### src/rtl/enable_sequencer.sv
// enable_sequencer: expands one trigger pulse into per-channel single-cycle
// enables, each delayed by its own cycle count latched at trigger time.
//
//   state | meaning
//   ------+--------------------------------------------------------------
//   IDLE  | waiting for an enabled trigger; no enables are emitted
//   RUN   | counter walks 0..max_delay; channel i fires when counter==delay[i]
module enable_sequencer #(
  parameter int N_OUTPUTS     = 4,
  parameter int DELAY_WIDTH   = 16,
  parameter int OVERRUN_WIDTH = 16
) (
  input  logic                             clock,
  input  logic                             reset,
  input  logic                             enable_in,
  input  logic                             sequence_enable,
  input  logic [N_OUTPUTS*DELAY_WIDTH-1:0] delays,
  input  logic                             clear_overrun,
  output logic [N_OUTPUTS-1:0]             enable_out,
  output logic                             busy,
  output logic [OVERRUN_WIDTH-1:0]         overrun_count
);

  typedef enum logic {
    ST_IDLE = 1'b0,
    ST_RUN  = 1'b1
  } state_t;

  state_t                           state, state_next;
  logic [DELAY_WIDTH-1:0]           counter, counter_next;
  logic [N_OUTPUTS*DELAY_WIDTH-1:0] delay_lat;
  logic [DELAY_WIDTH-1:0]           max_delay;
  logic [DELAY_WIDTH-1:0]           delays_max;
  logic [N_OUTPUTS-1:0]             hit;
  logic                             terminal;
  logic                             snapshot;
  logic                             overrun_evt;

  // Largest of the live delay inputs, captured together with them on a trigger.
  always_comb begin
    delays_max = '0;
    for (int i = 0; i < N_OUTPUTS; i++) begin
      if (delays[i*DELAY_WIDTH +: DELAY_WIDTH] > delays_max)
        delays_max = delays[i*DELAY_WIDTH +: DELAY_WIDTH];
    end
  end

  // Per-channel match of the running counter against the latched delays.
  always_comb begin
    hit = '0;
    for (int i = 0; i < N_OUTPUTS; i++)
      hit[i] = (counter == delay_lat[i*DELAY_WIDTH +: DELAY_WIDTH]);
  end

  // Next-state, counter and event decode.
  always_comb begin
    state_next   = state;
    counter_next = counter;
    snapshot     = 1'b0;
    overrun_evt  = 1'b0;
    terminal     = (counter == max_delay);
    case (state)
      ST_IDLE: begin
        if (enable_in && sequence_enable) begin
          snapshot     = 1'b1;
          counter_next = '0;
          state_next   = ST_RUN;
        end
      end
      ST_RUN: begin
        // A trigger landing on the terminal cycle is a restart, never an overrun.
        overrun_evt = enable_in && !terminal;
        if (!sequence_enable) begin
          state_next   = ST_IDLE;
          counter_next = '0;
        end else if (terminal) begin
          counter_next = '0;
          if (enable_in)
            snapshot = 1'b1;
          else
            state_next = ST_IDLE;
        end else begin
          counter_next = counter + 1'b1;
        end
      end
      default: begin
        state_next   = ST_IDLE;
        counter_next = '0;
      end
    endcase
  end

  // State, counter, delay snapshot and registered outputs.
  always_ff @(posedge clock) begin
    if (reset) begin
      state      <= ST_IDLE;
      counter    <= '0;
      delay_lat  <= '0;
      max_delay  <= '0;
      enable_out <= '0;
      busy       <= 1'b0;
    end else begin
      state   <= state_next;
      counter <= counter_next;
      if (snapshot) begin
        delay_lat <= delays;
        max_delay <= delays_max;
      end
      // Matches in the abort cycle still fire; nothing fires once IDLE.
      enable_out <= (state == ST_RUN) ? hit : '0;
      busy       <= (state == ST_RUN);
    end
  end

  // Saturating count of triggers lost while a sequence was running; clear wins.
  always_ff @(posedge clock) begin
    if (reset || clear_overrun)
      overrun_count <= '0;
    else if (overrun_evt && (overrun_count != {OVERRUN_WIDTH{1'b1}}))
      overrun_count <= overrun_count + 1'b1;
  end

endmodule

### config.mk
export PLATFORM = sky130hd
export DESIGN_NAME = enable_sequencer
export DESIGN_NICKNAME = d
export VERILOG_FILES = /design/src/rtl/enable_sequencer.sv
export SDC_FILE = /design/constraint.sdc
export NUM_CORES = 1
export LEC_CHECK = 0
export CAP_MARGIN = 20
export CORE_MARGIN = 1
export CORE_UTILIZATION = 51
export CTS_CLUSTER_DIAMETER = 200
export DETAILED_ROUTE_END_ITERATION = 16
export MAX_ROUTING_LAYER = met4
export PLACE_DENSITY_LB_ADDON = 0.1
export SLEW_MARGIN = 20
export SYNTH_ARGS = -nofsm -noshare
export SYNTH_HDL_FRONTEND = slang
export SYNTH_SLANG_ARGS = --single-unit
### constraint.sdc
create_clock -name clock -period 7.05 [get_ports clock]
set_input_delay 0.705 -clock clock [delete_from_list [all_inputs] [get_ports clock]]
set_output_delay 0.705 -clock clock [all_outputs]
set_load 0.02 [all_outputs]
* Yosys cells after proc, flatten, opt, wreduce, memory -nomap -nowiden
Cells that the tools add are included.
** Word-level totals
- Register bits :: 118
- Word-level logic and storage cells :: 44
** Operators by class
- $add $sub $neg :: 2
- $lt $le $gt $ge :: 4
- Equality and inequality tests :: 7
- Mux-type cells :: 17
- Bitwise logic cells :: 1
- Reduce and logical (&&, ||, !) cells :: 6
** Operators with widths (number)
- 16-bit two-way mux :: 7
- 16-bit == test :: 5
- 16-bit > comparator :: 3
- 16-bit by 1-bit adder with 16-bit output (second input constant) :: 2
- 16-bit case mux with 2 select lines :: 1
- 16-bit by 1-bit > comparator with 1-bit output (second input constant) :: 1
- 16-bit != test (second input constant) :: 1
- 1-bit two-way mux :: 7
- 1-bit case mux with 2 select lines :: 2
- 1-bit logical AND :: 3
- 2-bit != test (second input constant) :: 1
- 2-bit OR reduction :: 1
- 1-bit zero test :: 1
- 1-bit logical OR :: 1
- 1-bit NOT :: 1

* Logic depth before layout (Yosys ltp)
Gate-level depths: netlist of the first run.
- Depth in word-level cells :: 8
- Depth in mapped cells :: 32
- Depth with buffers taken out :: 27

* Least setup slack after synthesis of the first run
No wires, ideal clock.
- Path kind :: in2reg
- Start :: input delays[15]
- End :: register max_delay[10]
- Setup time :: 0.122 ns
- Data arrival time :: 6.696 ns
- Required time :: 6.928 ns
- Slack :: 0.232 ns
- Stages on the path :: 29
- Cells stage by stage :: inv_1 -> ha_1 -> nand4_2 -> or4_4 -> a31oi_4 -> clkbuf_1 -> clkbuf_1 -> nand2_1 -> o21ai_0 -> inv_1 -> ha_1 -> nand4_1 -> nor4_1 -> nand2_1 -> o311ai_4 -> nand2_2 -> buf_2 -> mux2i_1 -> ha_1 -> a21o_1 -> a21o_1 -> a21oi_1 -> a2bb2oi_1 -> a31oi_1 -> and3_1 -> clkbuf_1 -> clkbuf_1 -> a22o_1 -> a221o_1
** On the way
- Word-level cells in the longest chain between the ends :: 8
** RTL lines
- start: declaration :: line 17 : input logic [N_OUTPUTS*DELAY_WIDTH-1:0] delays,
- 16-bit by 1-bit > comparator with 1-bit output :: line 43 : if (delays[i*DELAY_WIDTH +: DELAY_WIDTH] > delays_max)
- 16-bit two-way mux * :: line 43
- 16-bit > comparator :: line 43
- 16-bit two-way mux * :: line 43
- 16-bit > comparator :: line 43
- 16-bit two-way mux * :: line 43
- 16-bit > comparator :: line 43
- 16-bit two-way mux * :: line 43
- end signal: assignment :: line 107 : max_delay <= delays_max;
- end: declaration :: line 32 : logic [DELAY_WIDTH-1:0] max_delay;
Mark *: on every way between the ends. The rest lies on a longest branch, timed or not.
A chain may end at the register's enable or synchronous reset.

* Worst setup path in the final report of the first run
- Start :: input delays[15]
- End :: register max_delay[0]
Same word-level chain as after synthesis.

==> results of run 1 <==
[cells by family after synthesis]
family	synth area share (%)
simple gates	20.5
compound gates	16.7
flops	33.6
xor+xnor	12.1
buf+inv	5.40
fa+ha+maj	8.71
mux	3.07
[power by group through the flow]
stage / logic, uW / clock network (uW) / registers, uW
floorplan: 264 / 0 / 736
global placement: 409 / 0 / 743
detailed placement: 421 / 0 / 745
CTS: 423 / 886 / 732
global route: 472 / 919 / 735
finish: 431 / 881 / 732
[routing by layer]
layer	part of all wire [%]	vias to the layer above	track usage [%]
li1	-	3173	-
met1	44	3108	44.1
met2	46	261	50.4
met3	7.3	35	4.23
met4	2.2	0	11.3
met5	0	-	-
[state kept, by name, summed over array words and instances, names as in the netlist]
name,flops
delay_lat,64
counter,16
max_delay,16
overrun_count,16
enable_out,4
busy,1
state,1
[worst min path at each step]
stage / startpoint / end / slack (ps) / cells past startpoint
CTS: delay_lat[9] / delay_lat[9] / 460 / 2
global route: delay_lat[8] / delay_lat[8] / 480 / 2
finish: delay_lat[9] / delay_lat[9] / 460 / 2
detailed placement: delay_lat[9] / delay_lat[9] / 460 / 2
global placement: delay_lat[41] / delay_lat[41] / 450 / 2
floorplan: delay_lat[0] / delay_lat[0] / 450 / 2
[worst min-delay path: stages, from the launching register on]
cell,delay [ps]
dfxtp_1,310
nand2_1,50
a21oi_1,50
[cell usage in the layout (no fill, tap or decap), types with 3 or more instances in the layout]
cell,instances
and4_1,3
xnor2_1,18
bufinv_16,3
nand4b_1,4
nand3_1,10
nand2_1,168
nor2_1,36
a21oi_1,87
o21ai_0,32
nor3_1,11
inv_1,37
nor3b_1,5
clkdlybuf4s50_1,88
mux2i_1,18
a221o_1,15
clkbuf_1,3
nand4_1,22
clkbuf_16,17
ha_1,49
a22o_1,15
nor4_1,15
clkinv_2,3
a21o_1,10
and3_1,16
dfxtp_1,118
clkbuf_8,4
or3_1,3
xor2_1,79
buf_4,22
[layout make-up]
type / count / area share, %
Clock buffer: 24 / 5.62
Clock inverter: 8 / 1.37
Inverter: 37 / 1.59
Multi-Input combinational cell: 656 / 49.6
Sequential cell: 118 / 27.0
Tap cell: 176 / 2.52
Timing Repair Buffer: 112 / 12.3
[metrics by stage]
step	hold WS [ps]	power [uW]	utilization, %
detailed placement	458	1170	60.7
CTS	465	2040	65.3
floorplan	448	1000	-
finish	465	2040	65.5
global route	479	2130	65.5
global placement	454	1150	60.7
==> impl_metrics.toml, run 1 <==
[worst_hold_path]
holdCritPathClass = "reg2reg"

[timing]
fmax_ghz = 0.150
skew_ps = 9.46
tns_ps = 0
max-slew-margin-rel_pct = 29.8
hold_viol = 0
finalSetupViolCount = 0
setup_ws_ps = 369
rsz0062_at_grt = "no"
finalMaxSlewViolations = 0
period_share_pct = 94.8
post-route-min-period_ps = 6680
tightest_slew_ps = 1050

[placement]
hpwl_um = 16700
place_area_mm2 = 0.00810
dp.cells = 1099
dp_slack_ps = -246
place.gp.congestion = 0.982
io_buffers = 89

[critical_path]
crit_path_start_kind = "input pin"
crit_type = "in2reg"
path_buf_inv = 6
critPathArrivalTime_ps = 7030
critical_path_required_ps = 7400
r2r_end = "max_delay[0]"
max_stage_delay_ps = 580
endpoint = "max_delay[0]"
cpMaxStageDelayCell = "or4_4"
path_max_fanout = 33
rrSetupSlack_ps = 3520
cp.depth = 29
critPathMostFrequentCell = "ha_1"
r2r_start = "counter[10]"
critPathLaunch = "delays[15]"
reg2reg_depth = 8
critPathTopFamily = "simple AND/OR/NAND/NOR gates"
critPathCaptureType = "flip-flop"

[clock_network]
ctsHoldBuffers = 0
clk_latency_ps = 410
cts_resized = 0
cts_sinks = 118
clock_path_buffers = 2
cts_root_buf = "clkbuf_16"
clkTransAtPathRegs_ps = 50
cts_tree = "done"
cts_buffers = 17
cts_htree_levels = 4
cts_setup_buffers = 0

[drt]
first_iter_violations = 718
firstDrtPassIters = 5
wire_per_inst_um = 19.6
via_count = 6577
ant_nets = 0
via_per_inst = 5.82
routed_wl_um = 22200
drc_errors = 0

[synthesis]
synth_common_cells = "168 x nand2_1, 118 x dfxtp_1, 87 x a21oi_1, 79 x xor2_1, 49 x ha_1"
yosys.area.top_type = "dfxtp_1"
synthTopCellsByArea = "dfxtp_1 34%, xor2_1 9.8%, nand2_1 9.0%"
syn_nets = 983
syn_inst = 865
synth_area_mm2 = 0.00704
synth_enable_flop_cells = 0
post-synth-top-count-cell = "nand2_1"
avgSynthCellArea_um2 = 8.14
ys_ff_latch = 118
synth_seq_area_share_pct = 33.6
async_reset_ff_share_pct = 0
yosys_warnings = 0
synth_flop_cell = "dfxtp_1"
synth.top_cell.area_share_pct = 33.6
yosys.cell_types.count = 54

[finish]
multiInputGateArea_mm2 = 0.00434
area_growth_pct = 24.2
design_area_mm2 = 0.00874
fillers = 1186
final_nets = 1060
drive_gt1_share_pct = 7.75
fin_cells = 1131
insertedDiodeCount = 0
seq_area_mm2 = 0.00236

[pwr]
combPwrFrac_pct = 21.1
p_sw_uw = 555
p_seq_share_pct = 35.8
switching_share_pct = 27.1
p_leak_uw = 0.00388
vdd_drop_max_uv = 142
p_int_uw = 1490
p_per_area_mw_per_mm2 = 234
clock_power_share_pct = 43.1

[status]
status = "finished clean"

[floorplan]
num_rows = 42
ios = 90
die-width_um = 119
die_h_um = 119
start_util_pct = 52.7
coreArea_mm2 = 0.0133
die_area_mm2 = 0.0143

[global_route]
grt_pass1_wl_um = 34400
antenna_found_initial = 0
track_usage_pct = 32.7
grt_pass1_vias = 6211
globalRouteOverflowTotal = 0
grt_max_degree = 79

[run]
cap_violations = 0
(Power assumes the default switching activity.)
==> inputs of run 2 (changes only) <==
--- a/config.mk
+++ b/config.mk
@@ -5,6 +5,7 @@
 export SDC_FILE = /design/constraint.sdc
 export NUM_CORES = 1
 export LEC_CHECK = 0
+export ABC_AREA = 1
 export CAP_MARGIN = 20
 export CORE_MARGIN = 1
 export CORE_UTILIZATION = 51
==> run 2 against run 1 <==
  * Hold slack better by 7.5 ps
  * Clock power is 3.1% lower
  * Core utilization decreased by 2.1 points
  * Fmax grew 9.1%
  * Clock skew grew 0.81 ps
  * Synthesized cell count grew 21%
  * Final cell count increased by 15%
  * Register-to-register slack lost 20 ps
  * Routed wire length unchanged
  * Setup slack better by 560 ps
  * Area after synthesis increased by 4.3%
  * Sequential share of layout area decreased by 0.29 points
==> impl_metrics.toml, run 2 <==
[synthesis]
avgSynthCellArea_um2 = 7.01
synth_enable_flop_cells = 0
synth_flop_cell = "dfxtp_1"
synthMuxAreaShare_pct = 0
synth_common_cells = "150 x nand2_1, 137 x inv_1, 118 x dfxtp_1, 112 x o21ai_0, 95 x nor2_1"
synth.top_cell.area_share_pct = 32.2
async_reset_ff_share_pct = 0
synth_adder_area_share_pct = 8.35
syn_inst = 1047
synth_compound_area_share_pct = 21.3
synth-xor-area-share_pct = 3.34
synthTopCellsByArea = "dfxtp_1 32%, ha_1 8.4%, nand2_1 7.7%"
ys_ff_latch = 118
syn_nets = 1165
synthSimpleGateAreaFrac_pct = 24.0
synth_top_family_by_area = "simple AND/OR/NAND/NOR gates"
synth_seq_area_share_pct = 32.2
post-synth-top-count-cell = "nand2_1"
yosys_warnings = 0
yosys.cell_types.count = 52
synth_area_mm2 = 0.00734
yosys.area.top_type = "dfxtp_1"

[clock_network]
clk_latency_ps = 420
cts_htree_levels = 4
cts_buffers = 17
cts_resized = 0
cts_setup_buffers = 0
clock_path_buffers = 2
clkTransAtPathRegs_ps = 50
cts_tree = "done"
cts_root_buf = "clkbuf_16"
ctsHoldBuffers = 0
cts_sinks = 118

[critical_path]
rrSetupSlack_ps = 3500
crit_path_start_kind = "input pin"
critPathMostFrequentCell = "nand2_1"
crit_type = "in2reg"
critPathArrivalTime_ps = 6480
critPathCaptureType = "flip-flop"
max_stage_delay_ps = 570
cpMaxStageDelayCell = "clkdlybuf4s50_1"
critical_path_required_ps = 7400
path_max_fanout = 32

[finish]
largest_reg_flops = 64
design_area_mm2 = 0.00884
insertedDiodeCount = 0
layout_common_cells = "149 x nand2_1, 137 x inv_1, 118 x dfxtp_1"
fin_cells = 1301
area_growth_pct = 20.4
fillers = 1299
fin_util_pct = 63.4
mostFrequentLayoutCell = "nand2_1"
seq_area_mm2 = 0.00236
drive_gt1_share_pct = 7.49
final_nets = 1227
multiInputGateArea_mm2 = 0.00419
regMostFlops = "delay_lat"

[pwr]
p_per_area_mw_per_mm2 = 236
vdd_drop_max_uv = 151
p_leak_uw = 0.00373

[placement]
hpwl_um = 16700
place_area_mm2 = 0.00825
io_buffers = 89
place.gp.congestion = 0.969
dp.cells = 1270

[drt]
via_per_inst = 5.57
routed_wl_um = 22200
wire_per_inst_um = 17.1
first_iter_violations = 719
ant_nets = 0
firstDrtPassIters = 5
drc_errors = 0
via_count = 7243

[timing]
fmax_ghz = 0.163
tightest_slew_ps = 1010
hold_viol = 0
tns_ps = 0
finalSetupViolCount = 0
period_share_pct = 86.9
skew_ps = 10.3
max-slew-margin-rel_pct = 32.7
rsz0062_at_grt = "no"
finalMaxSlewViolations = 0
post-route-min-period_ps = 6120

[floorplan]
start_util_pct = 52.7
die-width_um = 122
die_h_um = 122
die_area_mm2 = 0.0149
ios = 90
coreArea_mm2 = 0.0139
num_rows = 43

[global_route]
grt_pass1_wl_um = 34200
track_usage_pct = 31.5
grt_pass1_vias = 6375
globalRouteOverflowTotal = 0
antenna_found_initial = 0
grt_max_degree = 103

[run]
cap_violations = 0

[worst_hold_path]
holdCritPathClass = "reg2reg"

[status]
status = "finished clean"
run 2: cell count changes after synthesis, sizes merged, moves of 14 or more:
cell | before | now
a22o | 15 | 0
xnor2 | 18 | 4
nand3 | 11 | 49
nor2 | 37 | 100
o21ai | 33 | 116
a221oi | 0 | 19
mux2i | 19 | 0
xor2 | 79 | 24
o22ai | 1 | 23
inv | 37 | 145
nand4 | 23 | 8
a221o | 15 | 0
run 2: final cells by class:
class | count | area share (%)
Multi-Input combinational cell | 730 | 47.4
Tap cell | 180 | 2.55
Clock buffer | 23 | 5.52
Clock inverter | 8 | 1.10
Timing Repair Buffer | 93 | 10.4
Inverter | 149 | 6.33
Sequential cell | 118 | 26.7
run 2: per-stage QoR:
stage / power [uW] / setup slack [ps] / hold slack [ps]
after global routing: 2180 / 460 / 496
after global placement: 1230 / 810 / 457
after detailed placement: 1240 / 594 / 461
after floorplan: 1090 / 2060 / 437
after CTS: 2080 / 1010 / 469
final: 2090 / 926 / 472
run 2: routing by layer:
layer | routed length (um) | GRT usage (%)
met1 | 10300 | 44.4
met2 | 9680 | 44.7
met5 | 0 | -
met4 | 643 | 13.7
met3 | 1570 | 3.98
run 2: final timing paths:
| kind | startpoint | end | cells past startpoint |
|---|---|---|---|
| hold / removal | delay_lat[36] | delay_lat[36] | 2 |
| setup reg to reg | counter[5] | max_delay[11] | 12 |
| hold reg to reg | delay_lat[36] | delay_lat[36] | 2 |
| setup / recovery | delays[9] | max_delay[5] | 30 |
run 2: cell families after synthesis:
logic type	count (synthesis)
xor+xnor	28
fa+ha+maj	49
flops	118
compound gates	269
simple gates	384
buf+inv	199
run 2: power by group:
| part | switching (uW) | internal (uW) | total, uW |
|---|---|---|---|
| logic | 298 | 192 | 489 |
| registers | 32.9 | 710 | 743 |
| clock network | 301 | 553 | 854 |
| total | 632 | 1450 | 2090 |
run 2: worst max-delay path, delay by kind of cell:
kind	cells	cell delay [ps]
buf+inv	6	1170
simple gates	15	2470
fa+ha+maj	3	880
compound gates	6	1250
